**src/rtl/soc_irq_ctrl_if.sv**
```systemverilog
// AXI-Lite register port of soc_irq_ctrl: the master issues AW/W/AR and takes B/R, the slave answers.
interface soc_irq_ctrl_if #(
   parameter int ADDR_WIDTH = 5,
   parameter int DATA_WIDTH = 32
);
   logic [ADDR_WIDTH-1:0]   AWADDR;
   logic                    AWVALID;
   logic                    AWREADY;
   logic [DATA_WIDTH-1:0]   WDATA;
   logic [DATA_WIDTH/8-1:0] WSTRB;
   logic                    WVALID;
   logic                    WREADY;
   logic [1:0]              BRESP;
   logic                    BVALID;
   logic                    BREADY;
   logic [ADDR_WIDTH-1:0]   ARADDR;
   logic                    ARVALID;
   logic                    ARREADY;
   logic [DATA_WIDTH-1:0]   RDATA;
   logic [1:0]              RRESP;
   logic                    RVALID;
   logic                    RREADY;

   modport master (
      output AWADDR, AWVALID, WDATA, WSTRB, WVALID, BREADY, ARADDR, ARVALID, RREADY,
      input  AWREADY, WREADY, BRESP, BVALID, ARREADY, RDATA, RRESP, RVALID
   );

   modport slave (
      input  AWADDR, AWVALID, WDATA, WSTRB, WVALID, BREADY, ARADDR, ARVALID, RREADY,
      output AWREADY, WREADY, BRESP, BVALID, ARREADY, RDATA, RRESP, RVALID
   );
endinterface

```
**src/rtl/soc_irq_ctrl.sv**
```systemverilog
// Interrupt controller: irq_src latched into PENDING, masked by ENABLE, registered irq_out; AXI-Lite answers 1 cycle after ready, one write outstanding (AW/W held off until B is taken).
// Macro SOC_IRQ_CTRL_EDGE_EN adds EDGE_SEL at 0x14 and a per-source rising-edge detector; without it every source is level-sensitive.
module soc_irq_ctrl #(
   parameter int ADDR_WIDTH = 5,
   parameter int DATA_WIDTH = 32,
   parameter int NUM_IRQ    = 8
) (
   input  logic               ACLK,
   input  logic               ARESET,
   soc_irq_ctrl_if.slave      bus,
   input  logic [NUM_IRQ-1:0] irq_src,
   output logic               irq_out
);

   localparam logic [1:0] RESP_OKAY   = 2'b00;
   localparam logic [1:0] RESP_SLVERR = 2'b10;

   localparam logic [ADDR_WIDTH-1:0] OFS_RAW     = ADDR_WIDTH'(5'h00);
   localparam logic [ADDR_WIDTH-1:0] OFS_ENABLE  = ADDR_WIDTH'(5'h04);
   localparam logic [ADDR_WIDTH-1:0] OFS_PENDING = ADDR_WIDTH'(5'h08);
   localparam logic [ADDR_WIDTH-1:0] OFS_CLEAR   = ADDR_WIDTH'(5'h0C);
   localparam logic [ADDR_WIDTH-1:0] OFS_CLAIM   = ADDR_WIDTH'(5'h10);

   logic [NUM_IRQ-1:0]    enable, pending, active, set_vec, clr_vec, wm_irq, wd_irq;
   logic                  aw_rdy, b_vld, ar_rdy, r_vld, irq_q;
   logic [1:0]            b_resp, r_resp;
   logic [DATA_WIDTH-1:0] r_dat, rd_val, wmask, wdat_m;
   logic                  wr_fire, ar_fire, wr_enable, wr_clear, wr_ok, rd_err;
   logic                  claim_vld;
   logic [4:0]            claim_idx;

   assign bus.AWREADY = aw_rdy;
   assign bus.WREADY  = aw_rdy;
   assign bus.BVALID  = b_vld;
   assign bus.BRESP   = b_resp;
   assign bus.ARREADY = ar_rdy;
   assign bus.RVALID  = r_vld;
   assign bus.RRESP   = r_resp;
   assign bus.RDATA   = r_dat;
   assign irq_out     = irq_q;

   // Ready is only raised once per offered pair; the handshake edge is the one where ready is high.
   assign wr_fire = aw_rdy && bus.AWVALID && bus.WVALID;
   assign ar_fire = ar_rdy && bus.ARVALID;

   always_comb begin
      wmask = '0;
      for (int b = 0; b < DATA_WIDTH/8; b++) wmask[8*b +: 8] = {8{bus.WSTRB[b]}};
   end

   assign wdat_m    = bus.WDATA & wmask;
   assign wd_irq    = wdat_m[NUM_IRQ-1:0];
   assign wm_irq    = wmask[NUM_IRQ-1:0];
   assign wr_enable = wr_fire && (bus.AWADDR == OFS_ENABLE);
   assign wr_clear  = wr_fire && (bus.AWADDR == OFS_CLEAR);
   assign clr_vec   = wr_clear ? wd_irq : '0;

`ifdef SOC_IRQ_CTRL_EDGE_EN
   localparam logic [ADDR_WIDTH-1:0] OFS_EDGE_SEL = ADDR_WIDTH'(5'h14);
   logic [NUM_IRQ-1:0] edge_sel, src_d;
   logic               wr_edge;

   assign wr_edge = wr_fire && (bus.AWADDR == OFS_EDGE_SEL);
   // Edge-mode sources only set on a 0->1 transition of the sampled input.
   assign set_vec = irq_src & ~(edge_sel & src_d);

   always_ff @(posedge ACLK) begin
      if (ARESET) begin
         edge_sel <= '0;
         src_d    <= '0;
      end else begin
         src_d <= irq_src;
         if (wr_edge) edge_sel <= (edge_sel & ~wm_irq) | wd_irq;
      end
   end
`else
   logic wr_edge;
   assign wr_edge = 1'b0;
   assign set_vec = irq_src;
`endif

   assign wr_ok  = wr_enable || wr_clear || wr_edge;
   assign active = pending & enable;
   assign claim_vld = |active;

   always_comb begin
      claim_idx = '0;
      for (int i = NUM_IRQ-1; i >= 0; i--) begin
         if (active[i]) claim_idx = 5'(i);
      end
   end

   always_comb begin
      rd_val = '0;
      rd_err = 1'b0;
      case (bus.ARADDR)
         OFS_RAW:     rd_val = DATA_WIDTH'(irq_src);
         OFS_ENABLE:  rd_val = DATA_WIDTH'(enable);
         OFS_PENDING: rd_val = DATA_WIDTH'(pending);
         OFS_CLAIM: begin
            rd_val[DATA_WIDTH-1] = claim_vld;
            rd_val[4:0]          = claim_idx;
         end
`ifdef SOC_IRQ_CTRL_EDGE_EN
         OFS_EDGE_SEL: rd_val = DATA_WIDTH'(edge_sel);
`endif
         default:     rd_err = 1'b1;
      endcase
   end

   always_ff @(posedge ACLK) begin
      if (ARESET) begin
         aw_rdy  <= 1'b0;
         b_vld   <= 1'b0;
         b_resp  <= RESP_OKAY;
         ar_rdy  <= 1'b0;
         r_vld   <= 1'b0;
         r_resp  <= RESP_OKAY;
         r_dat   <= '0;
         enable  <= '0;
         pending <= '0;
         irq_q   <= 1'b0;
      end else begin
         aw_rdy <= bus.AWVALID && bus.WVALID && !aw_rdy && (!b_vld || bus.BREADY);
         ar_rdy <= bus.ARVALID && !ar_rdy && (!r_vld || bus.RREADY);

         if (wr_fire) begin
            b_vld  <= 1'b1;
            b_resp <= wr_ok ? RESP_OKAY : RESP_SLVERR;
         end else if (bus.BREADY) begin
            b_vld <= 1'b0;
         end

         if (ar_fire) begin
            r_vld  <= 1'b1;
            r_dat  <= rd_val;
            r_resp <= rd_err ? RESP_SLVERR : RESP_OKAY;
         end else if (bus.RREADY) begin
            r_vld <= 1'b0;
         end

         if (wr_enable) enable <= (enable & ~wm_irq) | wd_irq;
         // A set in the same cycle as a clear wins, so held level sources re-pend at once.
         pending <= (pending & ~clr_vec) | set_vec;
         irq_q   <= claim_vld;
      end
   end

endmodule

```
**src/flat_wrapper.sv**
```systemverilog
// flat-port wrapper written by rule: the top's interface ports become plain ports
module soc_irq_ctrl_flat 
#(
   parameter int ADDR_WIDTH = 5,
   parameter int DATA_WIDTH = 32,
   parameter int NUM_IRQ    = 8
)
  (ACLK, ARESET, irq_src, irq_out, bus_AWADDR, bus_AWVALID, bus_WDATA, bus_WSTRB, bus_WVALID, bus_BREADY, bus_ARADDR, bus_ARVALID, bus_RREADY, bus_AWREADY, bus_WREADY, bus_BRESP, bus_BVALID, bus_ARREADY, bus_RDATA, bus_RRESP, bus_RVALID);
  soc_irq_ctrl_if #(.ADDR_WIDTH(ADDR_WIDTH), .DATA_WIDTH(DATA_WIDTH)) bus_i ();
  input  logic ACLK;
  input  logic ARESET;
  input  logic [NUM_IRQ-1:0] irq_src;
  output logic irq_out;
  input wire logic [$bits(bus_i.AWADDR)-1:0] bus_AWADDR;
  input wire logic [$bits(bus_i.AWVALID)-1:0] bus_AWVALID;
  input wire logic [$bits(bus_i.WDATA)-1:0] bus_WDATA;
  input wire logic [$bits(bus_i.WSTRB)-1:0] bus_WSTRB;
  input wire logic [$bits(bus_i.WVALID)-1:0] bus_WVALID;
  input wire logic [$bits(bus_i.BREADY)-1:0] bus_BREADY;
  input wire logic [$bits(bus_i.ARADDR)-1:0] bus_ARADDR;
  input wire logic [$bits(bus_i.ARVALID)-1:0] bus_ARVALID;
  input wire logic [$bits(bus_i.RREADY)-1:0] bus_RREADY;
  output wire logic [$bits(bus_i.AWREADY)-1:0] bus_AWREADY;
  output wire logic [$bits(bus_i.WREADY)-1:0] bus_WREADY;
  output wire logic [$bits(bus_i.BRESP)-1:0] bus_BRESP;
  output wire logic [$bits(bus_i.BVALID)-1:0] bus_BVALID;
  output wire logic [$bits(bus_i.ARREADY)-1:0] bus_ARREADY;
  output wire logic [$bits(bus_i.RDATA)-1:0] bus_RDATA;
  output wire logic [$bits(bus_i.RRESP)-1:0] bus_RRESP;
  output wire logic [$bits(bus_i.RVALID)-1:0] bus_RVALID;
  assign bus_i.AWADDR = bus_AWADDR;
  assign bus_i.AWVALID = bus_AWVALID;
  assign bus_i.WDATA = bus_WDATA;
  assign bus_i.WSTRB = bus_WSTRB;
  assign bus_i.WVALID = bus_WVALID;
  assign bus_i.BREADY = bus_BREADY;
  assign bus_i.ARADDR = bus_ARADDR;
  assign bus_i.ARVALID = bus_ARVALID;
  assign bus_i.RREADY = bus_RREADY;
  assign bus_AWREADY = bus_i.AWREADY;
  assign bus_WREADY = bus_i.WREADY;
  assign bus_BRESP = bus_i.BRESP;
  assign bus_BVALID = bus_i.BVALID;
  assign bus_ARREADY = bus_i.ARREADY;
  assign bus_RDATA = bus_i.RDATA;
  assign bus_RRESP = bus_i.RRESP;
  assign bus_RVALID = bus_i.RVALID;
  soc_irq_ctrl #(.ADDR_WIDTH(ADDR_WIDTH), .DATA_WIDTH(DATA_WIDTH), .NUM_IRQ(NUM_IRQ)) u_core (.ACLK(ACLK), .ARESET(ARESET), .bus(bus_i), .irq_src(irq_src), .irq_out(irq_out));
endmodule
```
**config.mk**
```make
export PLATFORM = sky130hd
export DESIGN_NAME = soc_irq_ctrl_flat
export DESIGN_NICKNAME = d
export VERILOG_FILES = /design/src/rtl/soc_irq_ctrl_if.sv /design/src/rtl/soc_irq_ctrl.sv /design/src/flat_wrapper.sv
export SDC_FILE = /design/constraint.sdc
export NUM_CORES = 1
export LEC_CHECK = 0
export BUFFER_PORTS_ARGS = -buffer_cell sky130_fd_sc_hd__buf_2
export CAP_MARGIN = 20
export CORE_ASPECT_RATIO = 1.4
export CORE_MARGIN = 2
export CORE_UTILIZATION = 30
export DETAILED_ROUTE_END_ITERATION = 16
export SLEW_MARGIN = 20
export SYNTH_ARGS = -nofsm -noshare
export SYNTH_HDL_FRONTEND = slang
export SYNTH_SLANG_ARGS = --single-unit
```
**constraint.sdc**
```tcl
create_clock -name ACLK -period 1.7 [get_ports ACLK]
set_clock_uncertainty 0.1 [all_clocks]
set_input_delay 0.255 -clock ACLK [delete_from_list [all_inputs] [get_ports ACLK]]
set_output_delay 0.255 -clock ACLK [all_outputs]
set_load 0.05 [all_outputs]
```
==> reports/metrics.csv <==
stage;metric;value;unit
status;outcome;completed;
place;dp_slack;-0.123;ns
yosys;synth_cell_type_count;42;
yosys;synth-seq-cells;32;
place;gp_congestion;0.769;
route;wl_met2;2.14;mm
yosys;synthesis.area;1720;um^2
final_layout;final_area;2080;um^2
floorplanning;die_height;93.7;um
power;power.switching;0.525;mW
grt;grt-ovfl-total;0;
yosys;yosysSeqAreaShare;0.372;
grt;grt_max_degree;18;
power;p_seq_frac;0.454;
power;intPower;1.21;mW
yosys;async_reset_ff_frac;0;
worst_setup_path;cp.required;1.76;ns
clock_network;cts_resized;0;
timing;layout_min_cycle_time;1.53;ns
flow_run;drv_cap;0;
power;ir_drop;0.313;mV
timing;period_share;0.901;
final_layout;final_layout_size_suffix_gt1_frac;0.260;
route;final_antenna_net_count;0;
clock_network;cts_tree;built;
min_path;min_path_type;in2reg;
yosys;synth-edff-count;0;
yosys;synth-main-ff-cell;dfxtp_1;
route;drt_iter0_drc;88;
route;vias;1593;
place;place_area;1980;um^2
route;wl_met3;275;um
yosys;synthCells;205;
route;wl_met1;1.78;mm
power;p_per_area;834;nW/um^2
route;drc;0;
final_layout;layout-area-overhead-vs-synth;20.5;%
route;via_per_inst;4.89;
worst_setup_path;worstPathArrival;1.59;ns
worst_setup_path;crit_type;in2reg;
timing;max_freq;653;MHz
floorplanning;coreArea;5530;um^2
clock_network;cts.path.max_buffers;2;
final_layout;area.sequential;644;um^2
power;p_comb_frac;0.173;
worst_setup_path;end_kind;register;
floorplanning;ios;103;
worst_setup_path;crit_fanout;8;
clock_network;h-tree-depth;2;
route;wl_per_cell;13.2;um
final_layout;multi_input_area;913;um^2
place;dp_hpwl;3.25;mm
final_layout;diodes;0;
clock_network;cts_inserted_buffers;5;
clock_network;post_cts_buffers;0;
grt;grt_pass1_vias;1479;
yosys;syn-mean-instance-area;8.41;um^2
floorplanning;row_count;32;
timing;drv_slew;0;
worst_setup_path;cp-start-kind;input pin;
power;clockPowerShare;0.373;
timing;setup_slack;0.169;ns
final_layout;fill_cells;596;
floorplanning;die_area;6380;um^2
clock_network;clk_pin_slew;0.06;ns
clock_network;clock-sinks;32;
grt;track_usage;0.144;
floorplanning;die_x;68.1;um
place;numPortBuffers;50;
final_layout;fin_nets;318;
timing;finalHoldViolations;0;
grt;grt_pass1_wl;6.90;mm
timing;rsz0062_at_grt;false;
grt;antenna_found_initial;0;
floorplanning;start_util;0.312;
route;dr.pass1.iters;4;
power;switching_share;0.303;
power;leakage;0.940;nW
clock_network;insertion_delay;0.29;ns
timing;finalSetupViolCount;0;
clock_network;cts_root_buf;clkbuf_8;
final_layout;utilization;0.376;
yosys;ys_warn_count;0;
power;total_power;1.73;mW
route;top_layer_used;met4;
route;wirelength;4.29;mm
clock_network;cts_hold_buf;0;
==> cells in the mapped netlist, types with 5 or more instances <==
| cell type | n | area, um^2 |
|---|---|---|
| dfxtp_1 | 32 | 641 |
| clkbuf_1 | 6 | 22.5 |
| inv_1 | 9 | 33.8 |
| nor2_1 | 17 | 63.8 |
| nand2_1 | 16 | 60.1 |
| o21ai_1 | 5 | 25.0 |
| buf_4 | 26 | 195 |
| a21oi_1 | 13 | 65.1 |
| nor3_1 | 5 | 25.0 |
| a22oi_1 | 6 | 45.0 |
| o21ai_0 | 9 | 45.0 |
| mux2i_1 | 14 | 140 |
==> area by class of cell <==
cell class | instances | area share
Sequential cell | 32 | 0.310
Multi-Input combinational cell | 154 | 0.440
Timing Repair Buffer | 55 | 0.145
Clock buffer | 8 | 0.0482
Inverter | 9 | 0.0163
Tap cell | 68 | 0.0410
==> routing by layer <==
layer,GRT usage,vias up
met1,0.171,722
met2,0.238,76
met5,0,-
met3,0.0324,9
li1,-,786
met4,0.0683,0
==> cells by family after synthesis <==
family / after synthesis / share of synthesized area
flops: 32 / 0.372
mux: 14 / 0.0813
simple gates: 59 / 0.179
buf+inv: 43 / 0.151
compound gates: 56 / 0.216
other cells: 1 / 0.00217
==> power by group through the flow <==
stage	Combinational (mW)	Clock, mW	Sequential (mW)
floorplan	0.249	0	0.818
global placement	0.298	0	0.802
detailed placement	0.299	0	0.803
CTS	0.300	0.657	0.786
global route	0.324	0.685	0.789
finish	0.300	0.645	0.786
==> path summary, 6_finish.rpt <==
path	start	end	slack, ns	depth (start not counted)
worst max-delay path	bus_AWADDR[0]	u_core.pending[2]	0.17	5
worst min-delay path	irq_src[0]	u_core.pending[0]	0.11	3
worst max register to register	u_core.bus.AWREADY	u_core.pending[2]	0.18	4
worst min register to register	u_core.bus.AWREADY	u_core.bus.AWREADY	0.34	1
==> layout by cell type, fill, tap and decap left out, types with 2 or more instances in the layout <==
cell	n
nand2b_1	2
nor2_1	17
nand2_1	16
nand3_1	3
a22o_1	4
mux2i_1	14
nor2b_1	3
clkbuf_8	7
nor3_1	5
conb_1	25
a21oi_1	13
a31oi_1	4
a21boi_0	2
o21ai_0	9
buf_4	4
a32o_1	2
inv_1	9
o21ai_1	5
a22oi_1	6
buf_2	50
dfxtp_1	31
and3_1	3
o2bb2ai_1	3
==> through the flow <==
stage / TNS [ns] / hold WS (ns) / cells
floorplan: -0.179 / 0.276 / 229
global placement: -0.590 / 0.332 / 318
detailed placement: -0.788 / 0.336 / 318
CTS: 0 / 0.108 / 326
global route: 0 / 0.118 / 326
finish: 0 / 0.112 / 326
==> critical path: stages <==
cell	delay (ns)
buf_2	0.10
or3b_4	0.41
or3_1	0.52
o21ai_0	0.22
a21oi_1	0.08
No activity file was read; power rests on OpenSTA's default activity.
